**config.mk**
```make
export PLATFORM = sky130hd
export DESIGN_NAME = adc_window_peak
export DESIGN_NICKNAME = d
export VERILOG_FILES = /design/src/rtl/adc_window_peak.sv
export SDC_FILE = /design/constraint.sdc
export NUM_CORES = 1
export LEC_CHECK = 0
export CAP_MARGIN = 0
export CORE_ASPECT_RATIO = 0.9
export CORE_MARGIN = 1.5
export CORE_UTILIZATION = 50
export CTS_BUF_LIST = sky130_fd_sc_hd__clkbuf_4
export CTS_CLUSTER_SIZE = 16
export DETAILED_ROUTE_END_ITERATION = 8
export GPL_TIMING_DRIVEN = 0
export PLACE_DENSITY_LB_ADDON = 0.15
export SYNTH_ARGS = -nofsm -noshare
export SYNTH_HDL_FRONTEND = slang
export SYNTH_SLANG_ARGS = --single-unit
export TNS_END_PERCENT = 10
```
**constraint.sdc**
```tcl
create_clock -name clk -period 3.95 [get_ports clk]
set_clock_uncertainty 0.05 [all_clocks]
set_input_delay 0.79 -clock clk [delete_from_list [all_inputs] [get_ports clk]]
set_output_delay 0.79 -clock clk [all_outputs]
set_load 0.005 [all_outputs]
```
**src/rtl/adc_window_peak.sv**
```systemverilog
// Per-window max/min/peak-to-peak tracker for a 12-bit ADC sample stream.
// Optional windowed mean output when ADC_WIN_MEAN_EN is defined.
module adc_window_peak #(
    parameter int LOG2_WIN = 8
) (
    input  logic        clk,
    input  logic        rst,
    input  logic        en_i,
    input  logic [11:0] data_i,
    input  logic        valid_i,
    output logic [11:0] max_o,
    output logic [11:0] min_o,
    output logic [11:0] amp_o,
`ifdef ADC_WIN_MEAN_EN
    output logic [11:0] mean_o,
`endif
    output logic        valid_o,
    output logic [15:0] win_cnt_o
);

    localparam logic [LOG2_WIN-1:0] LAST = '1;

    logic [LOG2_WIN-1:0] r_cnt;
    logic [11:0]         r_run_max;
    logic [11:0]         r_run_min;
    logic [11:0]         r_max;
    logic [11:0]         r_min;
    logic [11:0]         r_amp;
    logic                r_valid;
    logic [15:0]         r_win_cnt;

    logic        w_acc;
    logic        w_last;
    logic [11:0] w_max;
    logic [11:0] w_min;

    assign w_acc  = valid_i & en_i;
    assign w_last = (r_cnt == LAST);
    assign w_max  = (data_i > r_run_max) ? data_i : r_run_max;
    assign w_min  = (data_i < r_run_min) ? data_i : r_run_min;

`ifdef ADC_WIN_MEAN_EN
    localparam int ACC_W = 12 + LOG2_WIN;

    logic [ACC_W-1:0] r_acc;
    logic [ACC_W-1:0] w_sum;
    logic [ACC_W-1:0] w_shift;
    logic [11:0]      r_mean;

    // Accumulator is wide enough for a full window of 0xFFF samples.
    assign w_sum   = r_acc + ACC_W'(data_i);
    assign w_shift = w_sum >> LOG2_WIN;
    assign mean_o  = r_mean;

    always_ff @(posedge clk or posedge rst) begin
        if (rst) begin
            r_acc  <= '0;
            r_mean <= '0;
        end else if (!en_i) begin
            r_acc  <= '0;
        end else if (w_acc) begin
            if (w_last) begin
                r_acc  <= '0;
                r_mean <= 12'(w_shift);
            end else begin
                r_acc  <= w_sum;
            end
        end
    end
`endif

    always_ff @(posedge clk or posedge rst) begin
        if (rst) begin
            r_cnt     <= '0;
            r_run_max <= 12'h000;
            r_run_min <= 12'hFFF;
            r_max     <= '0;
            r_min     <= '0;
            r_amp     <= '0;
            r_valid   <= 1'b0;
            r_win_cnt <= '0;
        end else begin
            r_valid <= 1'b0;
            if (!en_i) begin
                r_cnt     <= '0;
                r_run_max <= 12'h000;
                r_run_min <= 12'hFFF;
            end else if (w_acc) begin
                if (w_last) begin
                    r_max     <= w_max;
                    r_min     <= w_min;
                    r_amp     <= w_max - w_min;
                    r_valid   <= 1'b1;
                    r_win_cnt <= r_win_cnt + 16'd1;
                    r_cnt     <= '0;
                    r_run_max <= 12'h000;
                    r_run_min <= 12'hFFF;
                end else begin
                    r_run_max <= w_max;
                    r_run_min <= w_min;
                    r_cnt     <= r_cnt + 1'b1;
                end
            end
        end
    end

    assign max_o     = r_max;
    assign min_o     = r_min;
    assign amp_o     = r_amp;
    assign valid_o   = r_valid;
    assign win_cnt_o = r_win_cnt;

endmodule

```
==> results.toml <==
[setup_path]
slowest_stage = "a221o_2"
reg2reg_slack_ns = 0.21
timing.rr.start = "r_run_max[1]$_DFFE_PP0P_"
crit_chain = "buf_2 -> ha_1 -> nor2b_1 -> o211ai_1 -> a21o_1 -> a221o_2 -> buf_8 -> mux2_4 -> ha_1 -> nor2b_1 -> o21a_1 -> o21ai_2 -> a211o_1 -> a311oi_2 -> xor3_1 -> o21ai_1"
critPathLaunch = "data_i[1]"
worstPathRequired_ns = 4.28
crit_type = "in -> reg"
critPathMaxStageDelay_ns = 0.41
start_kind = "input port"
worstPathMaxFanout = 6
crit_path_end_kind = "register"
crit_arrival_ns = 4.13

[yosys]
avgSynthCellArea_sq_um = 9.94
ys_warn_count = 0
ys_top_cells_by_area = "dfrtp_1, ha_1, dfstp_2"
syn_inst = 462
netlist-cell-type-count = 43
synth_area_sq_um = 4590
synth_edf_count = 0
seq_area_frac_synth_pct = 46.6
synth.top_cell.area_share_pct = 39.8
synthFlopType = "dfrtp_1"
synth_fp_nets = 515
synth_top_area_cell = "dfrtp_1"
synth_seq_cells = 85
async_flop_share_pct = 100

[drt]
dr.pass1.iters = 4
drt_iter0_drc = 139
wl_met2_mm = 5.06
via_per_inst = 5.47
routed_wl_mm = 10.6
drc_errors = 0
drt-met1-wl_mm = 4.96
vias = 3678
top_layer_used = "met4"
wl_met3_um = 498
postRouteAntennaNets = 0
detail_route.wl_per_cell_um = 15.8

[global_routing]
overflow = 0
grt_max_degree = 58
track_usage_pct = 22.9
grt_pass1_vias = 3564
grt_antenna_before_repair = 0
grt_pass1_wl_mm = 17.5

[die]
start_util_pct = 52.6
core_area_sq_um = 8730
pin_count = 69
num_rows = 32
die_w_um = 104
dieArea_sq_um = 9770
die_h_um = 93.9

[place]
portBuffers = 67
dp.cells = 649
place_hpwl_mm = 7.75
routabilityCongestion = 0.784

[finish]
drive_gt1_share_pct = 16.6
nets = 602
nFillCells = 732
stdcell_count = 672
n_antenna_cell = 0
fin_util_pct = 66.1
area_growth_pct = 25.6

[sta]
period_share_pct = 96.4
tightest_slew_ns = 0.527
setup_violations = 0
fmax_mhz = 263
maxSlewHeadroom_pct = 64.9
setup_tns_ns = 0
finalMaxSlewViolations = 0
layout_min_cycle_time_ns = 3.81
finalHoldViolCount = 0
hold-worst-slack_ns = 0.436

[clock_network]
clk_pin_slew_ns = 0.13
cts_sinks = 85
htreeDepth = 3
cts_tree = "done"
cts_inserted_buffers = 9
clk_latency_ns = 0.45
cts_root_buf = "clkbuf_4"
cts_hold_buf = 0
clock_path_buffers = 2

[status]
status = "finished, final reports clean"

[pwr]
p_leak_nw = 2.63
p_comb_share_pct = 26.4
clkPwrFrac_pct = 25.8
p_per_area_nw_per_um2 = 332
p_seq_share_pct = 47.8
p_switching_uw = 592
peakVddDrop_uv = 215
p_sw_share_pct = 30.9
p_int_mw = 1.32

[min_path]
hp-class = "reg -> reg"
min_from = "max_o[6]$_DFFE_PP0P_"

[flow_run]
drv_cap = 0
## cells by family (layout without fill, tap and decap cells)
group / Yosys count / count (layout) / synth area share (%)
muxes: 26 / 26 / 5.99
xor gates and xnor gates: 28 / 28 / 5.67
buffers and inverters: 47 / 138 / 3.92
AOI/OAI and AO/OA: 93 / 93 / 13.3
and+or+nand+nor: 146 / 146 / 14.2
adders and majority gates: 37 / 37 / 10.2
DFF: 85 / 85 / 46.6
## cells in the mapped netlist, types with 2 or more instances
master and n:
nand2_1 79, nand4_1 12, mux2_2 12, a21oi_1 16
inv_1 30, nor2b_1 6, a211o_1 2, clkbuf_1 12
o21a_1 3, o21ai_0 32, mux2i_1 14, buf_2 3
o22a_1 11, xor2_1 6, nor2_1 21, nand2b_1 2
a211oi_1 4, nand3_1 8, and2_1 3, xnor2_1 21
o21bai_1 2, o21ai_1 2, or2_2 3, a22o_1 11
dfrtp_1 73, and3_1 4, nor3_1 5, dfstp_2 12
a21o_1 3, ha_1 36, buf_1 2
## sequential cells by signal (all words and copies together) (netlist names)
| register | count |
|---|---|
| valid_o | 1 |
| amp_o | 12 |
| r_run_min | 12 |
| r_cnt | 8 |
| min_o | 12 |
| max_o | 12 |
| r_run_max | 12 |
| win_cnt_o | 16 |
## timing repair
action | 4_1_cts | 5_1_grt
pin swaps | 13 | 11
gates cloned | 0 | 1
setup buffers | 4 | 3
endpoints found under the setup margin | 9 | 4
gates resized for setup | 44 | 32
## final timing paths
kind / to / depth (start not counted)
max: amp_o[11]$_DFFE_PP0P_ / 16
min: max_o[6]$_DFFE_PP0P_ / 2
max reg2reg: amp_o[11]$_DFFE_PP0P_ / 16
min reg2reg: max_o[6]$_DFFE_PP0P_ / 2
max in group asynchronous: r_run_min[5]$_DFFE_PP1P_ / 3
min in group asynchronous: win_cnt_o[7]$_DFFE_PP0P_ / 2
## worst max-delay path, delay by kind of cell
kind	cells	cell delay (ns)
buf+inv	2	0.30
mux	1	0.33
simple gates	2	0.25
compound gates	8	1.62
xor+xnor	1	0.28
fa+ha+maj	2	0.57
## placed cells by master (no fill, tap or decap), types with 21 or more instances in the layout
master,n
xnor2_1,21
clkdlybuf4s50_1,55
nor2_1,21
dfrtp_1,73
nand2_1,79
ha_1,27
inv_1,27
o21ai_0,29
## layer usage
metal / vias to the layer above / global-route usage, %
met5: - / 0
met4: 0 / 6.83
met3: 9 / 4.92
met2: 85 / 38.3
met1: 1806 / 30.1
li1: 1778 / -
## power groups by stage
stage	logic, mW	clock network, mW	registers (mW)
floorplan	0.325	0	0.925
global placement	0.418	0	0.929
detailed placement	0.437	0	0.929
CTS	0.471	0.511	0.914
global route	0.562	0.541	0.919
finish	0.506	0.494	0.915
## metrics by stage
step | setup WS [ns] | cell area, sq um | total power, mW
6_report | 0.144 | 5770 | 1.92
5_1_grt | -0.0144 | 5770 | 2.02
4_1_cts | 0.000983 | 5690 | 1.90
3_5_place_dp | -1.26 | 5450 | 1.37
3_3_place_gp | -1.15 | 5420 | 1.35
2_1_floorplan | 0.00497 | 4600 | 1.25
## cell type report
| class | count | area (sq um) | area share (%) |
|---|---|---|---|
| Clock inverter | 6 | 62.6 | 1.08 |
| Sequential cell | 85 | 2140 | 37.1 |
| Multi-Input combinational cell | 330 | 2430 | 42.1 |
| Clock buffer | 9 | 67.6 | 1.17 |
| Buffer | 17 | 83.8 | 1.45 |
| Inverter | 30 | 115 | 2.00 |
| Tap cell | 119 | 149 | 2.58 |
| Timing Repair Buffer | 76 | 722 | 12.5 |
(Power assumes the default switching activity.)
